### config.mk
export PLATFORM = sky130hd
export DESIGN_NAME = wb_master_arbiter
export DESIGN_NICKNAME = d
export VERILOG_FILES = /design/src/rtl/wb_master_arbiter_pkg.sv /design/src/rtl/wb_arb_watchdog.sv /design/src/rtl/wb_master_arbiter.sv
export SDC_FILE = /design/constraint.sdc
export NUM_CORES = 1
export LEC_CHECK = 0
export CORE_AREA = 5 5 122 124
export DETAILED_ROUTE_END_ITERATION = 8
export DIE_AREA = 0 0 127 129
export PLACE_DENSITY = 0.7
export SETUP_SLACK_MARGIN = 0.02
export SLEW_MARGIN = 20
export SYNTH_ARGS = -nofsm -noshare
export SYNTH_HDL_FRONTEND = slang
export SYNTH_SLANG_ARGS = --single-unit
### constraint.sdc
create_clock -name clk -period 2.2 [get_ports clk]
set_clock_uncertainty 0.05 [all_clocks]
set_input_delay 0.44 -clock clk [delete_from_list [all_inputs] [get_ports clk]]
set_output_delay 0.44 -clock clk [all_outputs]
set_load 0.01 [all_outputs]
### src/rtl/wb_master_arbiter_pkg.sv
// Shared definitions for the instruction/data Wishbone master arbiter.
// The state encoding doubles as the one-hot {d,i} grant vector.
package wb_master_arbiter_pkg;

  typedef enum logic [1:0] {
    ARB_IDLE  = 2'b00,
    ARB_GNT_I = 2'b01,
    ARB_GNT_D = 2'b10
  } arb_state_e;

  // Default D-grants allowed while I waits, and default ack timeout in cycles.
  localparam int unsigned ARB_STARVE_MAX = 32'd4;
  localparam int unsigned ARB_TIMEOUT    = 32'd255;

  // Grant vector {d,i} seen by the outside world for a given arbiter state.
  function automatic logic [1:0] arb_gnt(input arb_state_e st);
    case (st)
      ARB_GNT_I: arb_gnt = 2'b01;
      ARB_GNT_D: arb_gnt = 2'b10;
      default:   arb_gnt = 2'b00;
    endcase
  endfunction

endpackage

### src/rtl/wb_arb_watchdog.sv
// Bus watchdog: counts strobe cycles that go unacknowledged and fires a
// one-cycle expire pulse on the TIMEOUT-th such cycle. Keeps a sticky flag.
module wb_arb_watchdog
  import wb_master_arbiter_pkg::*;
#(
  parameter int unsigned TIMEOUT = ARB_TIMEOUT
) (
  input  logic clk,
  input  logic rst,        // asynchronous, active-low
  input  logic active_i,   // a master currently owns the bus
  input  logic stb_i,      // owner's raw strobe (before any forcing)
  input  logic ack_i,      // slave acknowledge
  output logic expire_o,   // combinational: this cycle is the timeout cycle
  output logic timeout_o   // sticky: a timeout has happened since reset
);

  // The counter only ever needs to hold 0 .. TIMEOUT-1.
  localparam int unsigned CW = (TIMEOUT > 32'd1) ? $clog2(TIMEOUT) : 1;
  localparam logic [CW-1:0] LAST = CW'(TIMEOUT - 32'd1);

  logic [CW-1:0] cnt_q, cnt_d;
  logic          timeout_q, timeout_d;

  // Expire when the waiting strobe would make the count reach TIMEOUT;
  // an ack in that same cycle wins, so ack and err never coincide.
  always_comb begin
    expire_o = 1'b0;
    if (active_i && stb_i && !ack_i && (cnt_q == LAST)) begin
      expire_o = 1'b1;
    end else begin
      expire_o = 1'b0;
    end
  end

  // Next count and sticky flag: clear while idle, on ack or on expiry.
  always_comb begin
    cnt_d     = cnt_q;
    timeout_d = timeout_q | expire_o;
    if (!active_i || ack_i || expire_o) begin
      cnt_d = {CW{1'b0}};
    end else if (stb_i) begin
      cnt_d = cnt_q + CW'(1);
    end else begin
      cnt_d = cnt_q;
    end
  end

  // Counter and sticky flag registers.
  always_ff @(posedge clk or negedge rst) begin
    if (!rst) begin
      cnt_q     <= {CW{1'b0}};
      timeout_q <= 1'b0;
    end else begin
      cnt_q     <= cnt_d;
      timeout_q <= timeout_d;
    end
  end

  assign timeout_o = timeout_q;

endmodule

### src/rtl/wb_master_arbiter.sv
// Shares one Wishbone master port between the CPU instruction-side and
// data-side masters. Fixed priority D > I with an anti-starvation count for
// I, grant locked for a whole cyc, and a watchdog that ends hung transfers
// with err. Bus outputs are muxed combinationally from the registered state.
module wb_master_arbiter
  import wb_master_arbiter_pkg::*;
#(
  parameter int unsigned AW         = 32,
  parameter int unsigned DW         = 32,
  parameter int unsigned STARVE_MAX = ARB_STARVE_MAX,
  parameter int unsigned TIMEOUT    = ARB_TIMEOUT
) (
  input  logic              clk,
  input  logic              rst,        // asynchronous, active-low
  // instruction-side master
  input  logic              i_cyc_i,
  input  logic              i_stb_i,
  input  logic              i_we_i,
  input  logic [DW/8-1:0]   i_sel_i,
  input  logic [AW-1:0]     i_addr_i,
  input  logic [DW-1:0]     i_data_i,
  output logic [DW-1:0]     i_data_o,
  output logic              i_ack_o,
  output logic              i_err_o,
  // data-side master
  input  logic              d_cyc_i,
  input  logic              d_stb_i,
  input  logic              d_we_i,
  input  logic [DW/8-1:0]   d_sel_i,
  input  logic [AW-1:0]     d_addr_i,
  input  logic [DW-1:0]     d_data_i,
  output logic [DW-1:0]     d_data_o,
  output logic              d_ack_o,
  output logic              d_err_o,
  // shared slave-side port
  input  logic [DW-1:0]     wb_data_i,
  input  logic              wb_ack_i,
  output logic              wb_cyc_o,
  output logic              wb_stb_o,
  output logic              wb_we_o,
  output logic [DW/8-1:0]   wb_sel_o,
  output logic [AW-1:0]     wb_addr_o,
  output logic [DW-1:0]     wb_data_o,
  // status
  output logic [1:0]        gnt_o,
  output logic              timeout_o
);

  localparam int unsigned SELW = DW / 8;
  localparam int unsigned SW   = (STARVE_MAX > 32'd0) ? $clog2(STARVE_MAX + 32'd1) : 1;
  localparam logic [SW-1:0] STARVE_LIM = SW'(STARVE_MAX);

  arb_state_e    state_q, state_d;
  logic [SW-1:0] starve_q, starve_d;

  logic own_active;
  logic own_stb;
  logic wd_expire;

  // Raw strobe of whichever master owns the bus; feeds the watchdog.
  always_comb begin
    own_active = 1'b0;
    own_stb    = 1'b0;
    case (state_q)
      ARB_GNT_I: begin
        own_active = 1'b1;
        own_stb    = i_stb_i;
      end
      ARB_GNT_D: begin
        own_active = 1'b1;
        own_stb    = d_stb_i;
      end
      default: begin
        own_active = 1'b0;
        own_stb    = 1'b0;
      end
    endcase
  end

  wb_arb_watchdog #(
    .TIMEOUT (TIMEOUT)
  ) u_watchdog (
    .clk       (clk),
    .rst       (rst),
    .active_i  (own_active),
    .stb_i     (own_stb),
    .ack_i     (wb_ack_i),
    .expire_o  (wd_expire),
    .timeout_o (timeout_o)
  );

  // Arbitration and release: pick an owner from IDLE, hold it for the whole
  // cyc, and always pass through IDLE between owners.
  always_comb begin
    state_d  = state_q;
    starve_d = starve_q;
    case (state_q)
      ARB_IDLE: begin
        if (d_cyc_i && (starve_q < STARVE_LIM)) begin
          state_d = ARB_GNT_D;
          // Guarded by the compare above, so the increment cannot overflow.
          if (i_cyc_i) begin
            starve_d = starve_q + SW'(1);
          end else begin
            starve_d = {SW{1'b0}};
          end
        end else if (i_cyc_i) begin
          state_d  = ARB_GNT_I;
          starve_d = {SW{1'b0}};
        end else if (d_cyc_i) begin
          state_d  = ARB_GNT_D;
          starve_d = {SW{1'b0}};
        end else begin
          state_d  = ARB_IDLE;
          starve_d = {SW{1'b0}};
        end
      end
      ARB_GNT_I: begin
        if (wd_expire || !i_cyc_i) begin
          state_d = ARB_IDLE;
        end else begin
          state_d = ARB_GNT_I;
        end
      end
      ARB_GNT_D: begin
        if (wd_expire || !d_cyc_i) begin
          state_d = ARB_IDLE;
        end else begin
          state_d = ARB_GNT_D;
        end
      end
      default: begin
        state_d  = ARB_IDLE;
        starve_d = {SW{1'b0}};
      end
    endcase
  end

  // State and starvation counter registers.
  always_ff @(posedge clk or negedge rst) begin
    if (!rst) begin
      state_q  <= ARB_IDLE;
      starve_q <= {SW{1'b0}};
    end else begin
      state_q  <= state_d;
      starve_q <= starve_d;
    end
  end

  // Bus and master-return muxes; on the timeout cycle the bus is dropped and
  // the owner gets err instead of ack.
  always_comb begin
    wb_cyc_o  = 1'b0;
    wb_stb_o  = 1'b0;
    wb_we_o   = 1'b0;
    wb_sel_o  = {SELW{1'b0}};
    wb_addr_o = {AW{1'b0}};
    wb_data_o = {DW{1'b0}};
    i_data_o  = {DW{1'b0}};
    i_ack_o   = 1'b0;
    i_err_o   = 1'b0;
    d_data_o  = {DW{1'b0}};
    d_ack_o   = 1'b0;
    d_err_o   = 1'b0;
    gnt_o     = arb_gnt(state_q);
    case (state_q)
      ARB_GNT_I: begin
        wb_cyc_o  = i_cyc_i & ~wd_expire;
        wb_stb_o  = i_stb_i & ~wd_expire;
        wb_we_o   = i_we_i;
        wb_sel_o  = i_sel_i;
        wb_addr_o = i_addr_i;
        wb_data_o = i_data_i;
        i_data_o  = wb_data_i;
        i_ack_o   = wb_ack_i & ~wd_expire;
        i_err_o   = wd_expire;
      end
      ARB_GNT_D: begin
        wb_cyc_o  = d_cyc_i & ~wd_expire;
        wb_stb_o  = d_stb_i & ~wd_expire;
        wb_we_o   = d_we_i;
        wb_sel_o  = d_sel_i;
        wb_addr_o = d_addr_i;
        wb_data_o = d_data_i;
        d_data_o  = wb_data_i;
        d_ack_o   = wb_ack_i & ~wd_expire;
        d_err_o   = wd_expire;
      end
      default: begin
        wb_cyc_o = 1'b0;
      end
    endcase
  end

endmodule

Word-level counts from Yosys, hierarchy flattened
Index checks and enable logic that the tools add are counted.
{ "classes": {"bitwise": 7, "n_lt_le_gt_ge": 1, "div": 0, "eq_ne": 3, "n_mul": 0, "n_reduce_logical": 15, "n_shift": 0, "n_addsub": 2, "mux": 27} }
{ "op_table": {"columns": ["cell", "n"], "rows": [
  ["32-bit case mux with 2 select lines", 2],
  ["32-bit two-way mux", 2],
  ["8-bit two-way mux", 2],
  ["8-bit by 1-bit adder with 8-bit output, second input constant", 1],
  ["8-bit equality test, second input constant", 1],
  ["2-bit two-way mux", 4],
  ["1-bit case mux with 2 select lines", 4],
  ["4-bit case mux with 2 select lines", 1],
  ["1-bit two-way mux", 7],
  ["3-bit two-way mux", 2],
  ["2-bit case mux with 3 select lines", 1],
  ["3-bit case mux with 2 select lines", 1],
  ["1-bit bitwise AND", 5],
  ["1-bit logical AND", 4],
  ["1-bit logical NOT", 4],
  ["1-bit logical OR", 4],
  ["2-bit case mux with 2 select lines", 1],
  ["3-bit by 1-bit adder with 3-bit output, second input constant", 1],
  ["3-bit < comparator, second input constant", 1],
  ["2-bit by 1-bit equality test with 1-bit output, second input constant", 1],
  ["2-bit equality test, second input constant", 1],
  ["2-bit logical NOT", 1],
  ["2-bit nonzero test", 1],
  ["2-bit OR reduction", 1],
  ["2 further kinds", 2]
]} }
{ "word_totals": {"memories": 0, "in_bits": 177, "mem_bits_rw": 0, "out_inout_bits": 142, "latch_bits": 0, "romBits": 0, "wordCells": 59, "ff_bits": 14} }

Longest topological paths before layout
{ "depth": {"ltp_word": 10, "ltp_mapped": 7} }

Cells and area by module
From an unflattened synthesis, not the netlist that was laid out.
{ "unflattened": {"hier_cells": 323, "hier_area_um2": 2406.1} }
{ "modules_own_cells": {"columns": ["module", "n_inst", "area_per_inst_um2", "cells_per_inst"], "rows": [
  ["wb_master_arbiter", 1, 1935.6, 276],
  ["wb_arb_watchdog", 1, 470.5, 47]
]} }

Worst setup path before layout
OpenSTA, ideal clock, no wires.
{ "synth_timing": {"path_type": "register to output", "start": "reg state_q[0]", "end": "out wb_data_o[18]", "stages_incl_launch_ff": 8, "path_buffers": 3, "path_slack_ns": 0.048, "arrival_time_ns": 1.662, "cell_sequence": "dfrtp_1 -> inv_1 -> ha_1 -> buf_4 -> clkbuf_1 -> clkbuf_1 -> a22oi_1 -> nor2b_1"} }
{ "synth_via": {"elab_chain_len": 2, "word_cells_on_any_way": 3} }
{ "synth_rtl": {"columns": ["element", "line_no", "source"], "rows": [
  ["start: declaration", "wb_master_arbiter.sv:53", "arb_state_e state_q, state_d;"],
  ["start signal: assignment", "wb_master_arbiter.sv:145", "state_q <= state_d;"],
  ["2-bit equality test or 2-bit by 1-bit equality test with 1-bit output (tied branches)", "wb_master_arbiter.sv:166", "case (state_q)"],
  ["32-bit case mux with 2 select lines (*)", "wb_master_arbiter.sv:166", null],
  ["end: declaration", "wb_master_arbiter.sv:43", "output logic [DW-1:0] wb_data_o,"]
]} }
Every way passes the cells marked *; elsewhere a longest branch is shown, timed or not.

Worst setup path after layout
{ "layout_timing": {"start": "reg state_q[1]", "end": "out wb_stb_o"} }
{ "layout_via": {"elab_chain_len": 10, "word_cells_on_any_way": 13} }
{ "layout_rtl": {"columns": ["element", "line_no", "source"], "rows": [
  ["2-bit equality test or 2-bit by 1-bit equality test with 1-bit output (tied branches)", "wb_master_arbiter.sv:64", "case (state_q)"],
  ["2-bit OR reduction (no source line) (*)", null, null],
  ["1-bit two-way mux (*)", "wb_master_arbiter.sv:64", null],
  ["named net own_active", "wb_master_arbiter.sv:56", "logic own_active;"],
  ["1-bit logical AND (*) (3 in series)", "wb_arb_watchdog.sv:28", "if (active_i && stb_i && !ack_i && (cnt_q == LAST)) begin"],
  ["1-bit two-way mux (*)", "wb_arb_watchdog.sv:28", null],
  ["1-bit NOT (*)", "wb_master_arbiter.sv:169, wb_master_arbiter.sv:180", null],
  ["1-bit bitwise AND, on equally long branches", "wb_master_arbiter.sv:180, wb_master_arbiter.sv:169", null],
  ["1-bit case mux with 2 select lines (*)", "wb_master_arbiter.sv:166", null],
  ["end: declaration", "wb_master_arbiter.sv:39", "output logic wb_stb_o,"]
]} }
Mark *: on every way through the listed nets, which the timed path passes. The rest lies on a longest branch.

==> flow_summary_export.csv <==
group,metric,value,unit
layout,seq_area,350.3,um2
setup_path,slowest_stage,"or4_4",
sta,hold_violations,0,
clocking,cts_max_path_buffers,2,
setup_path,crit_path_end_kind,"output pin",
worst_hold_path,min_path_type,"reg -> reg",
layout,n_antenna_cell,0,
setup_path,critPathMaxStageDelay,0.56,ns
logic_synthesis,synth_area_leaders,"a22oi_1, nor2b_1, and2_1",
power_and_ir_drop,vdd_drop_max,467.1,uV
setup_path,crit_start,"state_q[1]$_DFF_PN0_",
route,drt-total-wl,16670,um
grt,grt_antenna_before_repair,0,
place,post-place-ws,-0.5522,ns
layout,layout_commonest_cell,"clkdlybuf4s50_1",
clocking,cts_buffers,3,
setup_path,start_kind,"flop",
power_and_ir_drop,power.total,3.226,mW
clocking,cts_tree,"built",
floorplanning,rows,43,
sta,post-route-period-util,108.1,%
route,num_vias,3850,
logic_synthesis,synth_seq_cells,14,
setup_path,crit_chain,"inv_2, ha_4, nand2b_4, or4_4, nand2_4, nor2_1, buf_2",
job,maxCapViolations,0,
floorplanning,core,0.01367,mm2
grt,grt.overflow.total,0,
worst_hold_path,hp-start,"u_watchdog.timeout_o$_DFF_PN0_",
setup_path,crit_required,1.71,ns
sta,clock.fmax,420.7,MHz
setup_path,critPathKind,"reg -> out",
logic_synthesis,synth_top_area_cell,"a22oi_1",
setup_path,rrSetupSlack,0.14,ns
place,dp_hpwl,11940,um
layout,final_cell_mix,"clkdlybuf4s50_1, buf_2, a22oi_2, nor2b_1, and2_1",
sta,layout_setup_ws,-0.1772,ns
route,detail_route.wl_per_cell,19.25,um
power_and_ir_drop,power_density,484.3,mW/mm2
clocking,hold_buffers,0,
clocking,cts_root_buffer,"clkbuf_16",
grt,grtUsageTotal,16.69,%
setup_path,crit_arrival,1.89,ns
sta,drv_slew,0,
setup_path,path_delay_family,"simple AND/OR/NAND/NOR gates",
route,drc,0,
clocking,clkLatencyLatePin,0.24,ns
place,place_congestion,0.9102,
clocking,clock_sinks,14,
logic_synthesis,synth_cells,324,
sta,rsz0062_at_grt,"yes",
route,drt-vias-per-instance,4.446,
setup_path,reg2reg_from,"state_q[0]$_DFF_PN0_",
layout,layout-drive-gt1-share,41.69,%
floorplanning,die_area,0.01638,mm2
clocking,htree_levels,1,
run_status,violations,"negative setup slack",
sta,worst_pin_slew,0.6425,ns
clocking,clk_pin_slew,0.05,ns
logic_synthesis,netlist_area,0.002331,mm2
grt,grt_start_max_net_pins,47,
route,drtIter0Drc,130,
logic_synthesis,synth_nets,510,
setup_path,critPathBufInv,2,
setup_path,worst-path-max-fanout,3,
layout,area_growth,185.8,%
sta,timing.setup.tns,-3.578,ns
route,antenna_left,0,
grt,grt_pass1_wl,22150,um
layout,layout.nets,873,
route,firstDrtPassIters,4,
floorplanning,initial_core_util,17.06,%
floorplanning,num_io_pins,319,
place,io_buffers,318,
logic_synthesis,seq_area_frac_synth,15.03,%
layout,fillerInstances,1296,
sta,maxSlewHeadroom,57.03,%
layout,multi_input_area,0.002283,mm2
logic_synthesis,ys_types,31,
sta,period_needed,2.377,ns
power_and_ir_drop,p_leak,2.892,nW
logic_synthesis,yosysTopAreaCellShare,22.87,%
floorplanning,die_h,129,um
grt,first_global_vias,3971,
floorplanning,die_w,127,um
logic_synthesis,avgSynthCellArea,7.194,um2
logic_synthesis,synth_warnings,0,
sta,setup_viol,79,
run_status,outcome,"finished, violations left",
## worst paths after layout
path                                                   endpoint  depth (start not counted)
worst max-delay path                                   wb_stb_o                          7
worst min-delay path             u_watchdog.timeout_o$_DFF_PN0_                          1
worst max register to register  u_watchdog.cnt_q[4]$_DFFE_PN0P_                          9
worst min register to register   u_watchdog.timeout_o$_DFF_PN0_                          1
max in group asynchronous               starve_q[2]$_DFFE_PN0N_                          1
min in group asynchronous       u_watchdog.cnt_q[2]$_DFFE_PN0P_                          1
## kinds of logic (layout without fill, tap and decap cells)
family / Yosys count / in the layout / share of synthesized area [%]
AOI/OAI and AO/OA: 85 / 85 / 26.95
xor gates and xnor gates: 5 / 5 / 1.879
adders and majority gates: 9 / 9 / 4.831
buffers and inverters: 35 / 397 / 5.905
DFF: 14 / 14 / 15.03
muxes: 2 / 2 / 0.8589
and+or+nand+nor: 174 / 174 / 44.55
## stage by stage
| step | utilization, % | instances | cell area [um2] | hold slack, ns |
|---|---|---|---|---|
| global placement | 43.71 | 826 | 5973 | 0.4020 |
| CTS | 45.29 | 840 | 6190 | 0.4337 |
| detailed placement | 43.71 | 826 | 5973 | 0.4236 |
| finish | 48.75 | 866 | 6661 | 0.4329 |
| global route | 48.75 | 866 | 6661 | 0.4673 |
| floorplan | - | 324 | 2331 | 0.09441 |
## cells in the mapped netlist
| cell type | number |
|---|---|
| and4_1 | 1 |
| nor4_1 | 1 |
| nand2b_1 | 3 |
| or4_4 | 1 |
| nand2_1 | 13 |
| buf_2 | 2 |
| a22oi_1 | 71 |
| a21oi_1 | 2 |
| nor2b_1 | 70 |
| mux2i_1 | 2 |
| inv_1 | 3 |
| nor2_1 | 10 |
| o211ai_1 | 1 |
| clkbuf_1 | 27 |
| buf_1 | 2 |
| nand3_1 | 2 |
| o2111ai_1 | 1 |
| xor2_1 | 2 |
| nor3b_1 | 2 |
| a22oi_2 | 1 |
| nand2_2 | 1 |
| xnor2_1 | 3 |
| dfrtp_1 | 14 |
| a22o_1 | 1 |
| buf_4 | 1 |
| nand4_1 | 1 |
| o21ai_0 | 5 |
| ha_1 | 9 |
| and2_1 | 68 |
| or3_1 | 1 |
| a211oi_1 | 3 |
## layout make-up
type,instances,share of cell area [%]
inverters,3,0.1690
multi-input cells,275,34.28
clock buffers,4,1.334
well taps,180,3.381
repair buffers,390,55.58
flip-flops and latches,14,5.259
## registers in the layout, summed over array words and instances (netlist names)
register / flops
state_q: 2
u_watchdog.timeout_o: 1
u_watchdog.cnt_q: 8
starve_q: 3
## power breakdown
part           internal [mW]  switching [mW]  leakage [nW]
Combinational           1.46            1.10          2.66
Clock                  0.275           0.103        0.0442
Sequential             0.272          0.0107         0.193
## worst reg2reg max path: stages (launching register included)
cell and delay [ns]:
dfrtp_1 0.39, inv_2 0.12, ha_4 0.20, buf_6 0.15, buf_12 0.15, buf_8 0.13
a22o_1 0.19, o21ai_1 0.13, or3_1 0.36, a21oi_1 0.13
## layer usage
metal | global-route usage, % | vias up | share of wire, %
li1 | - | 1855 | -
met1 | 19.78 | 1806 | 40
met2 | 31.41 | 179 | 53
met3 | 4.110 | 10 | 6.5
met4 | 1.767 | 0 | 0.58
met5 | 0 | - | 0
## timing repair
| item | CTS | global route |
|---|---|---|
| setup buffers | 6 | 12 |
| setup endpoints to repair | 139 | 117 |
| resized for setup | 499 | 111 |
| gates cloned | 4 | 16 |
| pin swaps | 15 | 51 |
| hold endpoints to repair | 0 | 0 |
(Power assumes the default switching activity.)
